$ cat config.mk
export PLATFORM = sky130hd
export DESIGN_NAME = bit_serializer
export DESIGN_NICKNAME = d
export VERILOG_FILES = /design/src/rtl/bit_serializer.sv
export SDC_FILE = /design/constraint.sdc
export NUM_CORES = 1
export LEC_CHECK = 0
export ABC_CLOCK_PERIOD_IN_PS = 2780
export CAP_MARGIN = 20
export CORE_MARGIN = 2
export CORE_UTILIZATION = 35
export CTS_CLUSTER_DIAMETER = 30
export DETAILED_ROUTE_END_ITERATION = 8
export PLACE_DENSITY = 0.66
export RECOVER_POWER = 50
export REMOVE_ABC_BUFFERS = 1
export SYNTH_ARGS = -nofsm -noshare
export SYNTH_HDL_FRONTEND = slang
export SYNTH_SLANG_ARGS = --single-unit
export TNS_END_PERCENT = 30
$ cat constraint.sdc
create_clock -name clock -period 2.78 [get_ports clock]
set_input_delay 0.278 -clock clock [delete_from_list [all_inputs] [get_ports clock]]
set_output_delay 0.278 -clock clock [all_outputs]
set_load 0.02 [all_outputs]
$ cat src/rtl/bit_serializer.sv
// Parallel-in, serial-out stage feeding the serial sequence detectors.
// A WIDTH-bit word is taken through a valid/ready handshake and sent one bit
// per clock on a registered serial line with a bit-valid qualifier. Words can
// follow each other with no gap, and a downstream hold stalls the stream.
//
// Hold is sampled on the clock edge. A cycle is "held" when hold was high at
// the edge that started it. In a held cycle, sout keeps the bit it already
// carried, sout_valid is low, and the bit that would have been presented is
// deferred until hold falls. As a result, every bit is qualified valid
// exactly once.
module bit_serializer #(
    parameter int WIDTH      = 8,
    parameter bit MSB_FIRST  = 1'b1,
    parameter bit IDLE_LEVEL = 1'b0
) (
    input  logic             clock,
    input  logic             reset,
    input  logic [WIDTH-1:0] din,
    input  logic             din_valid,
    output logic             din_ready,
    input  logic             hold,
    output logic             sout,
    output logic             sout_valid,
    output logic             busy,
    output logic             frame_done
);

    localparam int CW = $clog2(WIDTH);
    localparam logic [CW-1:0] LAST_LOAD = CW'(WIDTH - 1);
    localparam logic [CW-1:0] ONE       = CW'(1);

    typedef enum logic {
        IDLE  = 1'b0,
        SHIFT = 1'b1
    } state_t;

    state_t           state_q, state_d;
    logic [WIDTH-1:0] shift_q, shift_d;
    logic [CW-1:0]    count_q, count_d;
    logic             sout_q, sout_d;
    logic             soutValid_q, soutValid_d;
    logic             busy_q, busy_d;
    logic             frameDone_q, frameDone_d;

    logic             transfer;
    logic             firstBit;
    logic [WIDTH-1:0] loadRest;
    logic             nextBit;
    logic [WIDTH-1:0] shiftAdvance;

    // Ready is high in IDLE, or on the final bit of a frame when not stalled; forced low in reset.
    always_comb begin
        din_ready = 1'b0;
        if (reset) begin
            if (state_q == IDLE) begin
                din_ready = 1'b1;
            end else if ((count_q == '0) && !hold) begin
                din_ready = 1'b1;
            end
        end
    end

    assign transfer = din_valid && din_ready;

    // Bit-order steering: choose which end of the word leaves first and which way the register shifts.
    always_comb begin
        if (MSB_FIRST) begin
            firstBit     = din[WIDTH-1];
            loadRest     = din << 1;
            nextBit      = shift_q[WIDTH-1];
            shiftAdvance = shift_q << 1;
        end else begin
            firstBit     = din[0];
            loadRest     = din >> 1;
            nextBit      = shift_q[0];
            shiftAdvance = shift_q >> 1;
        end
    end

    // Next-state and next-output logic; the counter holds the number of bits still to present after the current one.
    always_comb begin
        state_d     = state_q;
        shift_d     = shift_q;
        count_d     = count_q;
        sout_d      = sout_q;
        soutValid_d = 1'b0;
        busy_d      = busy_q;
        frameDone_d = 1'b0;

        case (state_q)
            IDLE: begin
                sout_d = IDLE_LEVEL;
                busy_d = 1'b0;
                if (transfer) begin
                    state_d     = SHIFT;
                    shift_d     = loadRest;
                    count_d     = LAST_LOAD;
                    sout_d      = firstBit;
                    soutValid_d = 1'b1;
                    busy_d      = 1'b1;
                end
            end
            SHIFT: begin
                if (hold) begin
                    state_d = SHIFT;
                end else if (count_q != '0) begin
                    shift_d     = shiftAdvance;
                    count_d     = count_q - ONE;
                    sout_d      = nextBit;
                    soutValid_d = 1'b1;
                    frameDone_d = (count_q == ONE);
                end else if (transfer) begin
                    shift_d     = loadRest;
                    count_d     = LAST_LOAD;
                    sout_d      = firstBit;
                    soutValid_d = 1'b1;
                    busy_d      = 1'b1;
                end else begin
                    state_d = IDLE;
                    sout_d  = IDLE_LEVEL;
                    busy_d  = 1'b0;
                end
            end
            default: begin
                state_d = IDLE;
                sout_d  = IDLE_LEVEL;
                busy_d  = 1'b0;
            end
        endcase
    end

    // State, datapath and output registers; reset aborts any frame in flight.
    always_ff @(posedge clock or negedge reset) begin
        if (!reset) begin
            state_q     <= IDLE;
            shift_q     <= '0;
            count_q     <= '0;
            sout_q      <= IDLE_LEVEL;
            soutValid_q <= 1'b0;
            busy_q      <= 1'b0;
            frameDone_q <= 1'b0;
        end else begin
            state_q     <= state_d;
            shift_q     <= shift_d;
            count_q     <= count_d;
            sout_q      <= sout_d;
            soutValid_q <= soutValid_d;
            busy_q      <= busy_d;
            frameDone_q <= frameDone_d;
        end
    end

    assign sout       = sout_q;
    assign sout_valid = soutValid_q;
    assign busy       = busy_q;
    assign frame_done = frameDone_q;

endmodule
# --- Word level (Yosys, flattened, before mapping) ---
# Index checks and enable logic that the tools add are counted.
op_classes:
  addsub: 1
  multipliers: 0
  div: 0
  magnitude_cmp: 0
  eq_ne: 3
  n_shift: 0
  n_mux: 27
  bitwise_logic: 1
  n_reduce_logical: 6
op_table:
  columns: ["cell", "n"]
  rows:
  - ["2-to-1 mux 8 bit", 3]
  - ["one-hot mux 8 bit (2 select lines)", 1]
  - ["2-to-1 mux 1 bit", 15]
  - ["2-to-1 mux 3 bit", 3]
  - ["one-hot mux 1 bit (2 select lines)", 4]
  - ["one-hot mux 3 bit (2 select lines)", 1]
  - ["inequality test 2 bit, second input constant", 2]
  - ["equality test 3 x 1 -> 1 bit, second input constant", 1]
  - ["zero test 3 bit", 1]
  - ["nonzero test 3 bit", 1]
  - ["subtractor 3 x 1 -> 3 bit, second input constant", 1]
  - ["logical AND 1 bit", 2]
  - ["AND reduction 2 bit", 1]
  - ["zero test 1 bit", 1]
  - ["inverter 1 bit", 1]
word_totals:
  ff_bits: 16
  latchBits: 0
  mem_bits_rw: 0
  rom_bits: 0
  input_bits: 12
  out_inout_bits: 5
  elab_cells: 45
  n_memories: 0

# --- Depth between registers and ports, before layout ---
# Gate-level depths: netlist of run 1.
logic_depth:
  ltp_word: 10
  ltp_mapped: 7
  depth_no_buf: 6

# --- Worst setup path before layout of run 1 ---
# Ideal clock, no wire load.
synth_path:
  path_type: "register -> register"
  from: "register count_q[0]"
  to: "register shift_q[2]"
  setup_time_ns: 0.125
  arrival_time_ns: 1.506
  required_time_ns: 2.655
  setup_slack_ns: 1.150
  path_stages_with_launch: 8
  n_path_buf: 1
  synth_period_minus_slack_ns: 1.630
  cell_sequence: "dfrtp_1 -> inv_1 -> ha_1 -> nand2b_4 -> nand2_4 -> buf_6 -> mux2_4 -> mux2_2"
synth_via:
  elab_chain_len: 10
  word_cells_on_any_way: 11
  classes_between: "mux (7); reduce/logical (4)"
synth_lines:
  columns: ["element", "line", "source"]
  rows:
  - ["from (decl)", "39", "logic [CW-1:0] count_q, count_d;"]
  - ["from (signal assigned)", "145", "count_q <= count_d;"]
  - ["zero test 3 bit", "57", "end else if ((count_q == '0) && !hold) begin"]
  - ["logical AND 1 bit", "57", null]
  - ["2-to-1 mux 1 bit", "57", null]
  - ["2-to-1 mux 1 bit", "55", "if (state_q == IDLE) begin"]
  - ["2-to-1 mux 1 bit", "54", "if (reset) begin"]
  - ["logical AND 1 bit", "63", "assign transfer = din_valid && din_ready;"]
  - ["2-to-1 mux 8 bit", null, null]
  - ["2-to-1 mux 8 bit", "106", "end else if (count_q != '0) begin"]
  - ["2-to-1 mux 8 bit", "104", "if (hold) begin"]
  - ["one-hot mux 8 bit (2 select lines) (*)", "90", "case (state_q)"]
  - ["to (signal assigned)", "144", "shift_q <= shift_d;"]
  - ["to (decl)", "38", "logic [WIDTH-1:0] shift_q, shift_d;"]
# Every way passes the cells marked *; elsewhere a longest branch is shown, timed or not. The select of a mux whose other input is x is not followed.
# A chain may end at the register's enable or synchronous reset.

# --- Final worst setup path of run 1 ---
layout_path:
  from: "register count_q[0]"
  to: "output port din_ready"
layout_via:
  elab_chain_len: 5
layout_lines:
  columns: ["element", "line", "source"]
  rows:
  - ["zero test 3 bit", "57", null]
  - ["logical AND 1 bit", "57", null]
  - ["2-to-1 mux 1 bit", "57", null]
  - ["2-to-1 mux 1 bit", "55", null]
  - ["2-to-1 mux 1 bit", "54", null]
  - ["to (decl)", "20", "output logic din_ready,"]
# Every way passes these cells.

==> results of run 1 <==
## metrics by stage
step,setup slack [ps],utilization,cell area [µm²],hold slack (ps)
final,253,0.463,1020,333
after floorplan,1020,-,797,-17.6
after CTS,186,0.468,1040,267
after global placement,521,0.452,1000,492
after global routing,72.2,0.463,1020,356
after detailed placement,538,0.452,1000,499
## metal layers
layer	vias to the layer above	GRT usage	wire length [µm]
met4	0	0.0641	13
met3	2	0.0514	71
met5	-	0	0
li1	257	-	-
met2	13	0.190	661
met1	249	0.154	630
## sequential cells by signal (all words and copies together), names as in the netlist
register and cells:
state_q 1, sout 1, shift_q 8, frame_done 1, sout_valid 1, count_q 3
busy 1
## logic make-up after synthesis
kind of cell,Yosys count
AO/OA/AOI/OAI,11
adder cells (fa/ha/maj),3
buffers and inverters,6
flip-flops,16
multiplexers,14
AND/OR/NAND/NOR,12
## final cells by class
cell class              count  area (µm²)
fillers                   216        1190
flip-flops and latches     16         400
multi-input cells          40         374
repair buffers             17         164
clock buffers               4        36.3
well taps                  28        35.0
inverters                   4        15.0
## worst max-delay path, delay by kind of cell, from the launching register on
family / cells / cell delay, ps
adders and majority gates: 1 / 240
buffers and inverters: 2 / 720
DFF: 1 / 390
and+or+nand+nor: 2 / 270
AOI/OAI and AO/OA: 1 / 350
## layout by cell type (no fill, tap or decap)
master and count:
nor2b_1 1, mux2_4 8, mux2_2 6, clkbuf_1 1, dfrtp_1 16, a21o_1 1, and3_1 1, dlygate4sd3_1 2
clkbuf_8 1, nor4b_1 1, clkbuf_4 3, a31oi_1 1, a2bb2oi_1 2, a21oi_1 1, o21ai_0 2, and2_1 1
nand3_1 1, a31o_2 1, o22ai_1 2, nand2_1 4, nand2b_4 1, ha_1 3, nor2_1 1, a21boi_2 1
nor3_1 1, inv_1 4, clkdlybuf4s50_1 14
## report_power, final
group / switching (mW) / internal, mW
registers: 0.0587 / 0.328
clock network: 0.0749 / 0.0798
logic: 0.226 / 0.317
## worst max path at each step
stage,to,depth (start not counted),from
2_1_floorplan,shift_q[1],6,count_q[0]
3_3_place_gp,din_ready,4,hold
3_5_place_dp,din_ready,6,count_q[0]
4_1_cts,din_ready,6,count_q[0]
5_1_grt,din_ready,6,count_q[0]
6_report,din_ready,6,count_q[0]
==> flow_summary_export.csv, run 1 <==
group,metric,value,unit
outcome,status,"finished clean",
placement,io_buffers,16,
global_routing,grt_pass1_wl,2390,µm
synth,synthMuxAreaShare,0.230,
drt,vias_per_cell,4.78,
critical_path,cp.arrival,2250,ps
synth,async_reset_ff_frac,1.00,
timing,tightestPinTransition,630,ps
critical_path,crit_slowest_cell,"clkdlybuf4s50_1",
clock_tree,cts_setup_buffers,0,
drt,ant_nets,0,
synth,yosys.area.top_type,"dfrtp_1",
pwr,vdd_drop_max,0.467,mV
placement,dp_hpwl,1030,µm
timing,hold_viol,0,
critical_path,cp-end-kind,"output pin",
synth,synthXorXnorAreaFrac,0,
synth,syn_inst,62,
drt,drc,0,
placement,dpl.cell_count,105,
clock_tree,cts_resized,0,
drt,first_pass_iters,4,
finish,final-instance-count-excl-fill,109,
floorplan,initial_core_util,0.369,
placement,place_congestion,0.795,
global_routing,gr-total-overflow,0,
critical_path,cp-start-kind,"flop",
timing,max-slew-margin-rel,0.578,
floorplan,io_pins,17,
run,max_cap_violations,0,
clock_tree,cts_tree,"built",
critical_path,timing.rr.start,"count_q[0]",
pwr,finalPower,1.08,mW
critical_path,cpPeakStageDelay,600,ps
critical_path,path_cells,"inv_1, ha_1, nand2b_4, o21ai_0, and2_1, clkdlybuf4s50_1",
synth,synthAdderAreaFrac,0.0460,
synth,synth_top_family_by_area,"multiplexers",
drt,drt-total-wl,1380,µm
clock_tree,cts_made_buffers,3,
synth,syn-cell-area,816,µm²
floorplan,rows,17,
synth,synth_cell_types,25,
global_routing,grtUsageTotal,0.126,
synth,yosysMostFrequentCell,"dfrtp_1",
pwr,power.density,1060,mW/mm²
hold_path,hold_class,"in -> async",
drt,vias,521,
clock_tree,cts-root-buf,"clkbuf_4",
synth,synth_common_cells,"16 x dfrtp_1, 8 x mux2_4, 6 x mux2_2",
critical_path,crit_fanout,4,
synth,synth.avg_cell_area,13.2,µm²
critical_path,required,2500,ps
drt,routedWlPerCell,12.6,µm
clock_tree,worstSkewPairLatency,290,ps
synth,synth_area_leaders,"dfrtp_1 49%, mux2_4 15%, mux2_2 8.3%",
drt,drt_iter0_drc,3,
global_routing,grt_max_degree,13,
timing,finClkSkew,9.90,ps
floorplan,coreArea,0.00221,mm²
timing,period_share,0.909,
clock_tree,h-tree-depth,1,
synth,synth_top_flop_cell,"dfrtp_1",
timing,finalSetupTns,0,ps
synth,synth_compound_area_frac,0.0966,
timing,finalSetupViolCount,0,
finish,diodes,0,
critical_path,critPathKind,"reg -> out",
critical_path,r2r-end,"shift_q[6]",
timing,fmax,396,MHz
finish,syn_to_final_growth,25.6,%
clock_tree,clk_pin_slew,100,ps
global_routing,grt_pass1_vias,528,
floorplan,die-area,0.00273,mm²
critical_path,reg2reg_slack,460,ps
synth,synth_edf_count,0,
finish,drive_above_1_share,0.259,
critical_path,ff2ff_path_depth,6,
timing,timing.final.crit_period,2530,ps
timing,drv_slew,0,
synth,synth_seq_cells,16,
clock_tree,holdBufCountCts,0,
pwr,p_leak,0.481,nW
timing,rsz0062_at_grt,"no",
synth,synth_top_cell_area_share,0.491,
synth,ys_seq_area_frac,0.491,
finish,finish.net_count,97,
global_routing,antenna_found_initial,0,
clock_tree,clockBufferDepth,2,
synth,yosys_warnings,0,
synth,yosys.area_share.simple,0.0951,
floorplan,die_w,52.3,µm
clock_tree,cts.sink_count,16,
floorplan,die_y,52.3,µm
Power figures use the tool's default switching activity.
==> run 2, diff against run 1 <==
--- a/config.mk
+++ b/config.mk
@@ -11,9 +11,11 @@
 export CORE_UTILIZATION = 35
 export CTS_CLUSTER_DIAMETER = 30
 export DETAILED_ROUTE_END_ITERATION = 8
+export HOLD_SLACK_MARGIN = 0.03
 export PLACE_DENSITY = 0.66
 export RECOVER_POWER = 50
 export REMOVE_ABC_BUFFERS = 1
+export SLEW_MARGIN = 20
 export SYNTH_ARGS = -nofsm -noshare
 export SYNTH_HDL_FRONTEND = slang
 export SYNTH_SLANG_ARGS = --single-unit
==> results of run 2 <==
No change in the layout: final DEF, timing and power equal those of run 1.
